`src/rtl/irq_pkg.sv`:
```
// Shared constants and types for the four-channel interrupt capture front end.
package irq_pkg;

    localparam int N_CH = 4;
    localparam int ID_W = 2;

    localparam logic MODE_LEVEL = 1'b0;
    localparam logic MODE_EDGE  = 1'b1;

    typedef enum logic {
        ST_IDLE  = 1'b0,
        ST_OFFER = 1'b1
    } offer_state_e;

endpackage

```
`src/rtl/irq_sync.sv`:
```
// Multi-stage flop synchroniser for a bus of independent asynchronous lines.
module irq_sync #(
    parameter int WIDTH  = 4,
    parameter int STAGES = 2
) (
    input  logic             clk,
    input  logic             rst,
    input  logic [WIDTH-1:0] d_in,
    output logic [WIDTH-1:0] d_out
);

    logic [WIDTH-1:0] sync_q [STAGES];
    logic [WIDTH-1:0] sync_d [STAGES];

    // Each stage takes the previous one; stage 0 takes the raw input.
    always_comb begin
        sync_d[0] = d_in;
        for (int i = 1; i < STAGES; i++) begin
            sync_d[i] = sync_q[i-1];
        end
    end

    // Synchroniser chain registers, cleared by the synchronous reset.
    always_ff @(posedge clk) begin
        if (rst) begin
            for (int i = 0; i < STAGES; i++) begin
                sync_q[i] <= {WIDTH{1'b0}};
            end
        end else begin
            for (int i = 0; i < STAGES; i++) begin
                sync_q[i] <= sync_d[i];
            end
        end
    end

    assign d_out = sync_q[STAGES-1];

endmodule

```
`src/rtl/irq_capture_4.sv`:
```
// Four-channel interrupt front end: synchronise, capture edge/level requests
// into a pending register, present the masked vector to the priority encoder,
// and offer the highest-priority channel (index 0 first) over valid/ready.
module irq_capture_4
    import irq_pkg::*;
#(
    parameter int SYNC_STAGES = 2
) (
    input  logic            clk,
    input  logic            rst,
    input  logic [N_CH-1:0] irq_in,
    input  logic [N_CH-1:0] irq_mode,
    input  logic [N_CH-1:0] irq_mask,
    input  logic [N_CH-1:0] pend_clr,
    output logic [N_CH-1:0] pending,
    output logic            irq_out,
    output logic            irq_valid,
    output logic [ID_W-1:0] irq_id,
    input  logic            irq_ready
);

    // Lowest set index wins, matching the downstream encoder's priority.
    function automatic logic [ID_W-1:0] lowest_index(input logic [N_CH-1:0] vec);
        logic [ID_W-1:0] idx;
        idx = {ID_W{1'b0}};
        for (int i = N_CH - 1; i >= 0; i--) begin
            if (vec[i]) begin
                idx = ID_W'(i);
            end
        end
        return idx;
    endfunction

    logic [N_CH-1:0] sync_s;
    logic [N_CH-1:0] set_s;
    logic [N_CH-1:0] clr_s;
    logic [N_CH-1:0] pending_s;
    logic            accept_s;

    logic [N_CH-1:0] prev_q,      prev_d;
    logic [N_CH-1:0] pend_q,      pend_d;
    offer_state_e    state_q,     state_d;
    logic            irq_valid_q, irq_valid_d;
    logic [ID_W-1:0] irq_id_q,    irq_id_d;

    irq_sync #(
        .WIDTH  (N_CH),
        .STAGES (SYNC_STAGES)
    ) u_sync (
        .clk   (clk),
        .rst   (rst),
        .d_in  (irq_in),
        .d_out (sync_s)
    );

    assign pending_s = pend_q & irq_mask;
    assign accept_s  = irq_valid_q & irq_ready;

    // Set/clear terms per channel; set is applied last so a coincident edge is never lost.
    always_comb begin
        set_s  = {N_CH{1'b0}};
        clr_s  = pend_clr;
        prev_d = sync_s;
        for (int i = 0; i < N_CH; i++) begin
            case (irq_mode[i])
                MODE_EDGE:  set_s[i] = sync_s[i] & ~prev_q[i];
                MODE_LEVEL: set_s[i] = sync_s[i];
                default:    set_s[i] = 1'b0;
            endcase
            if (accept_s && (irq_id_q == ID_W'(i))) begin
                clr_s[i] = 1'b1;
            end else begin
                clr_s[i] = pend_clr[i];
            end
        end
        pend_d = (pend_q & ~clr_s) | set_s;
    end

    // Offer FSM: latch the winner in IDLE, hold it unchanged until the consumer accepts.
    always_comb begin
        state_d     = state_q;
        irq_valid_d = irq_valid_q;
        irq_id_d    = irq_id_q;
        case (state_q)
            ST_IDLE: begin
                if (|pending_s) begin
                    state_d     = ST_OFFER;
                    irq_valid_d = 1'b1;
                    irq_id_d    = lowest_index(pending_s);
                end else begin
                    state_d     = ST_IDLE;
                    irq_valid_d = 1'b0;
                end
            end
            ST_OFFER: begin
                if (irq_ready) begin
                    state_d     = ST_IDLE;
                    irq_valid_d = 1'b0;
                end else begin
                    state_d     = ST_OFFER;
                    irq_valid_d = 1'b1;
                end
            end
            default: begin
                state_d     = ST_IDLE;
                irq_valid_d = 1'b0;
            end
        endcase
    end

    // State, capture and offer registers with synchronous reset.
    always_ff @(posedge clk) begin
        if (rst) begin
            prev_q      <= {N_CH{1'b0}};
            pend_q      <= {N_CH{1'b0}};
            state_q     <= ST_IDLE;
            irq_valid_q <= 1'b0;
            irq_id_q    <= {ID_W{1'b0}};
        end else begin
            prev_q      <= prev_d;
            pend_q      <= pend_d;
            state_q     <= state_d;
            irq_valid_q <= irq_valid_d;
            irq_id_q    <= irq_id_d;
        end
    end

    assign pending   = pending_s;
    assign irq_out   = |pending_s;
    assign irq_valid = irq_valid_q;
    assign irq_id    = irq_id_q;

endmodule
```
`config.mk`:
```
export PLATFORM = sky130hd
export DESIGN_NAME = irq_capture_4
export DESIGN_NICKNAME = d
export VERILOG_FILES = /design/src/rtl/irq_pkg.sv /design/src/rtl/irq_sync.sv /design/src/rtl/irq_capture_4.sv
export SDC_FILE = /design/constraint.sdc
export NUM_CORES = 1
export LEC_CHECK = 0
export CORE_MARGIN = 4
export CORE_UTILIZATION = 44
export DETAILED_ROUTE_END_ITERATION = 8
export HOLD_SLACK_MARGIN = 0.06
export PLACE_DENSITY = 0.8
export SLEW_MARGIN = 20
export SYNTH_ARGS = -nofsm -noshare
export SYNTH_HDL_FRONTEND = slang
export SYNTH_SLANG_ARGS = --single-unit
```
`constraint.sdc`:
```
create_clock -name clk -period 2.25 [get_ports clk]
set_input_delay 0.45 -clock clk [delete_from_list [all_inputs] [get_ports clk]]
set_output_delay 0.45 -clock clk [all_outputs]
set_load 0.01 [all_outputs]
```
==> results.md, run 1 <==
* Status: finished clean
* Worst rel slew slack at 77.5%
* Detailed router's first-iteration violation count at 10
* Final min period at 2160 ps
* Top Layer Used: met4
* Hold_buf cts at 0
* Share of post-route cells with drive strength above 1 at 8.82%
* Drt pass-1 iters at 4
* Net count after synthesis at 93
* Sequential share of the synthesized area at 53.8%
* HP Class: reg2reg
* Initial antenna violation count at 0
* Post-synth EDFFs at 0
* Die W at 48.1 um
* Clock slew at reported path FFs at 100 ps
* Final setup TNS at 0 ps
* CP max-delay cell: clkdlybuf4s50_1
* Top cells by area, synth: dfxtp_1, nor2b_1, nand2_1, a32o_1, nor2_1
* First-pass GRT wire length at 2170 um
* CP Capture Type: output port
* Residual DRC at 0
* Starting Density at 46.9%
* Critical Path Fanout Max at 4
* Yosys top cell by area: dfxtp_1
* Distinct cells, synth at 21
* Synth Warn # at 0
* R2R Path End: pend_q[1]
* CP Launch Type: primary input
* Drt via density at 4.93
* Most common cell in the netlist: dfxtp_1
* RSZ-0062 raised after global routing: false
* Critical path endpoint: irq_out
* Final #Nets at 122
* Peak Freq at 0.464 GHz
* PortBufs at 26
* Setup Viol. Count Final at 0
* Antenna cells at 0
* Post-CTS resize count at 0
* Lkg Pwr at 0.000417 uW
* Routed wire length at 1360 um
* Final ANT Viol Nets at 0
* Most frequent CP cell: clkdlybuf4s50_1
* Critical path arrival at 1710 ps
* Total GRT Usage at 13.9%
* DIE AREA at 2310 um^2
* Register bit total from synthesis at 19
* Max-slew violations at 0
* Max-cap violations at 0
* Synth async-reset ratio at 0%
* R2R depth at 4
* Power Density at 610 nW/um^2
* Root Buffer Master: clkbuf_4
* TritonCTS buffer count at 3
* Metal-1 WL at 572 um
* R2R setup slack at 1140 ps
* Worst slew pin tran at 338 ps
* Syn Inst Count at 74
* TritonCTS clock tree: yes
* Clk_skew at 0.943 ps
* Clk_lat worst skew at 290 ps
* CTS H-tree lvls at 1
* Placed cell count at 114
* Crit path kind: in2out
* Crit-path cells: clkdlybuf4s50_1 -> nand2_1 -> nand4_2 -> clkdlybuf4s50_1
* Crit. Startpoint: irq_mask[0]
* CTS Buffer Depth at 2
* Max stage delay on crit path at 550 ps
* Worst path required time at 1800 ps
* Core ar. at 1510 um^2
* Met2 WL at 632 um
* R2r startpoint: irq_valid
* Met3 routed WL at 140 um
* Yosys top cell area share at 53.8%
* Die H at 48.1 um
* Gpl congestion at 0.817
* Min-Delay Startpoint: u_sync.sync_q[0][0]
* DP Wirelength at 961 um
* Global route overflow at 0
* Area grow syn2layout at 40.4%
* Non-Filler Instances at 118
* Rows at 14
* Design Power at 605 uW
* Crit share post-route at 95.9%
* Hold Path Cell Cnt at 1
* Final hold violations at 0
* Largest net degree at the start of global routing at 21
* Post-CTS Setup Repair Bufs at 0
* I/O pin count at 27
* Post-Syn Area at 707 um^2
* CTS sink cnt at 19
* Vias in the first global route at 543
* Max rail drop VDD at 0.497 mV
* Syn_area_per_cell at 9.55 um^2
* Routed len/inst at 11.6 um
* Synth top cells by count: dfxtp_1, nand2_1, nor2b_1
* Ys flop type: dfxtp_1
* DR vias at 582
## critical path: cells and delay by family
| kind | cells | cell delay (ps) |
|---|---|---|
| buffers and inverters | 2 | 1010 |
| AND/OR/NAND/NOR | 2 | 250 |
## placed cells by master, fill, tap and decap left out
| cell type | netlist | routed |
|---|---|---|
| a21oi_1 | 3 | 3 |
| nand2_1 | 11 | 11 |
| nor2_1 | 7 | 7 |
| o21ai_0 | 1 | 1 |
| dfxtp_1 | 19 | 19 |
| nand2_4 | 1 | 1 |
| nor2b_2 | 1 | 1 |
| clkinv_2 | 0 | 1 |
| o311ai_0 | 1 | 1 |
| clkbuf_4 | 0 | 3 |
| a41o_1 | 1 | 1 |
| a211oi_1 | 1 | 1 |
| nand4_2 | 1 | 1 |
| nor3_1 | 1 | 1 |
| nand4b_1 | 1 | 1 |
| a32o_1 | 3 | 3 |
| nand4_1 | 1 | 1 |
| buf_4 | 1 | 1 |
| clkdlybuf4s50_1 | 0 | 26 |
| inv_1 | 5 | 5 |
| nand2b_1 | 1 | 1 |
| nor2b_1 | 11 | 11 |
| nor2_2 | 1 | 1 |
## cell type report
class	instances	area [um^2]
fillers	130	514
flip-flops and latches	19	380
multi-input cells	47	278
repair buffers	27	268
clock buffers	3	22.5
well taps	16	20.0
inverters	5	18.8
clock inverters	1	5.00
## cell families (layout without fill, tap and decap cells)
kind of cell | after synthesis | count (layout) | synth area share (%)
compound gates | 10 | 10 | 10.8
buf+inv | 8 | 36 | 6.90
flops | 19 | 19 | 53.8
simple gates | 37 | 37 | 28.5
## state kept, by name (all words and copies together) (netlist names)
register,flops
pend_q,4
irq_valid,1
u_sync.sync_q,8
irq_id,2
prev_q,4
## metal layers
layer / track usage [%] / vias to the layer above
li1: - / 299
met1: 15.6 / 259
met2: 23.5 / 22
met3: 3.38 / 2
met4: 8.06 / 0
met5: 0 / -
## metrics by stage
| stage | area, um^2 | worst slack, ps | hold slack, ps | utilization (%) |
|---|---|---|---|---|
| 6_report | 992 | 92.6 | 452 | 65.9 |
| 4_1_cts | 992 | 102 | 458 | 65.9 |
| 5_1_grt | 992 | 38.0 | 469 | 65.9 |
| 2_1_floorplan | 707 | 1080 | 414 | - |
| 3_3_place_gp | 965 | 111 | 417 | 64.0 |
| 3_5_place_dp | 965 | 106 | 428 | 64.0 |
## worst min-delay path by stage
stage                               end
CTS                 u_sync.sync_q[0][5]
detailed placement  u_sync.sync_q[0][6]
floorplan           u_sync.sync_q[0][4]
global route        u_sync.sync_q[0][4]
finish              u_sync.sync_q[0][4]
global placement    u_sync.sync_q[0][6]
## power breakdown
| part | internal [uW] | switching, uW | total [uW] | leakage, uW |
|---|---|---|---|---|
| Clock | 66.2 | 102 | 168 | 0.0000177 |
| Sequential | 350 | 9.27 | 360 | 0.000156 |
| Combinational | 50.9 | 27.0 | 77.9 | 0.000243 |
| Total | 467 | 138 | 605 | 0.000417 |
Note: power is estimated with default switching activity, not from simulation.
==> inputs of run 2 (changes only) <==
--- a/config.mk
+++ b/config.mk
@@ -6,10 +6,10 @@
 export NUM_CORES = 1
 export LEC_CHECK = 0
 export CORE_MARGIN = 4
-export CORE_UTILIZATION = 44
+export CORE_UTILIZATION = 41
 export DETAILED_ROUTE_END_ITERATION = 8
 export HOLD_SLACK_MARGIN = 0.06
-export PLACE_DENSITY = 0.8
+export PLACE_DENSITY = 0.75
 export SLEW_MARGIN = 20
 export SYNTH_ARGS = -nofsm -noshare
 export SYNTH_HDL_FRONTEND = slang
==> constraint.sdc (replaced) <==
create_clock -name clk -period 2.35 [get_ports clk]
set_input_delay 0.47 -clock clk [delete_from_list [all_inputs] [get_ports clk]]
set_output_delay 0.47 -clock clk [all_outputs]
set_load 0.01 [all_outputs]
==> run 2 against run 1 <==
Net effect: first-iteration DRC count increased by 30%; sequential share of layout area hardly changed; critical path depth is the same; global-route usage down 2.4 points; sequential power decreased by 4%; critical path type unchanged; highest routed layer unchanged.
==> results.md, run 2 (synthesis gave the netlist of run 1 again) <==
* Hold_buf cts at 0
* I/O pin count at 27
* Drt pass-1 iters at 4
* Die W at 49.5 um
* First-pass GRT wire length at 2180 um
* CTS Buffer Depth at 2
* Crit path kind: in2out
* Post-CTS resize count at 0
* Critical path arrival at 1740 ps
* R2r startpoint: irq_valid
* Detailed router's first-iteration violation count at 13
* Routed len/inst at 11.4 um
* Max stage delay on crit path at 550 ps
* Clock slew at reported path FFs at 90 ps
* Gpl congestion at 0.725
* Critical Path Fanout Max at 4
* Top Registers: u_sync.sync_q (8), pend_q (4), prev_q (4)
* Peak Freq at 0.452 GHz
* Setup Viol. Count Final at 0
* R2R depth at 4
* Root Buffer Master: clkbuf_4
* Vias in the first global route at 528
* Die H at 49.5 um
* TritonCTS clock tree: yes
* Area grow syn2layout at 40.2%
* Core ar. at 1560 um^2
* PortBufs at 26
* Max reg flops at 8
* Critical path endpoint: irq_out
* CP max-delay cell: clkdlybuf4s50_1
* Routed wire length at 1350 um
* Drt via density at 4.90
* Total GRT Usage at 11.5%
* Lkg Pwr at 0.000414 uW
* CTS H-tree lvls at 1
* Global route overflow at 0
* Placement Setup Slack at 139 ps
* Final #Nets at 122
* Final hold violations at 0
* RSZ-0062 raised after global routing: false
* Share of post-route cells with drive strength above 1 at 7.84%
* Post-CTS Setup Repair Bufs at 0
* CP Capture Type: output port
* Antenna cells at 0
* FF+latch area at 380 um^2
* DIE AREA at 2450 um^2
* R2R setup slack at 1240 ps
* Min-Delay Startpoint: u_sync.sync_q[0][0]
* Register with the most flip-flops: u_sync.sync_q
* Final setup TNS at 0 ps
* Fillers at 137
* Worst path required time at 1880 ps
* Max-slew violations at 0
* Design Power at 574 uW
* Power Density at 579 nW/um^2
* Initial antenna violation count at 0
* Starting Density at 45.3%
* Max rail drop VDD at 0.372 mV
* Residual DRC at 0
* Commonest cells after routing, fill and taps aside: clkdlybuf4s50_1, dfxtp_1, nand2_1, nor2b_1, nor2_1
* Final ANT Viol Nets at 0
* Clk_lat worst skew at 280 ps
* CP Launch Type: primary input
* HP Class: reg2reg
* Status: finished clean
* TritonCTS buffer count at 3
* Worst rel slew slack at 71.2%
* Most frequent CP cell: clkdlybuf4s50_1
* Multi-input logic area at 278 um^2
* Clk_skew at 0.578 ps
* Max-cap violations at 0
* DR vias at 578
* R2R Path End: pend_q[1]
* Crit-path cells: clkdlybuf4s50_1 -> nand2_1 -> nand4_2 -> clkdlybuf4s50_1
* Most common cell after layout, fill and taps aside: clkdlybuf4s50_1
* Worst slew pin tran at 430 ps
* Final setup margin at 139 ps
* Final min period at 2210 ps
* DP Wirelength at 1030 um
* Largest net degree at the start of global routing at 13
* Crit share post-route at 94.1%
* CTS sink cnt at 19
* Rows at 14
* Crit. Startpoint: irq_mask[1]
## run 2: changes by cell type in the layout (fill, tap and decap cells not counted), sizes merged
cell | before | now
clkbuf | 3 | 4
clkinv | 1 | 0
## run 2: worst max-delay path: cells and delay by family
family        cells  cell delay, ps
buf+inv           2            1010
simple gates      2             270
## run 2: area by class of cell
type | instances | share of cell area, %
Tap cell | 16 | 2.02
Multi-Input combinational cell | 47 | 28.0
Timing Repair Buffer | 27 | 27.0
Inverter | 5 | 1.89
Clock buffer | 4 | 2.65
Sequential cell | 19 | 38.4
## run 2: where the power goes
part	switching, uW	leakage [uW]	total [uW]	internal, uW
combinational	26.1	0.000243	74.9	48.8
clock	88.4	0.0000150	154	65.9
sequential	9.12	0.000156	344	335
## run 2: per-stage QoR
stage	area (um^2)	hold slack, ps	std cells	utilization, %
3_5_place_dp	965	428	114	61.9
6_report	991	451	118	63.6
2_1_floorplan	707	414	74	-
5_1_grt	991	471	118	63.6
3_3_place_gp	965	417	114	61.9
4_1_cts	991	451	118	63.6
## run 2: worst min-delay path by stage
stage | slack, ps | cells after the start | to
floorplan | 410 | 1 | u_sync.sync_q[0][4]
global placement | 420 | 1 | u_sync.sync_q[0][5]
detailed placement | 430 | 1 | u_sync.sync_q[0][4]
CTS | 450 | 1 | u_sync.sync_q[0][4]
global route | 470 | 1 | u_sync.sync_q[0][7]
finish | 450 | 1 | u_sync.sync_q[0][4]
## run 2: per-layer routing
layer	part of all wire (%)	up-vias	global-route usage (%)
met5	0	-	0
met4	0.59	0	5.53
met3	9.9	2	4.82
met2	44	30	17.6
met1	45	246	13.8
li1	-	300	-
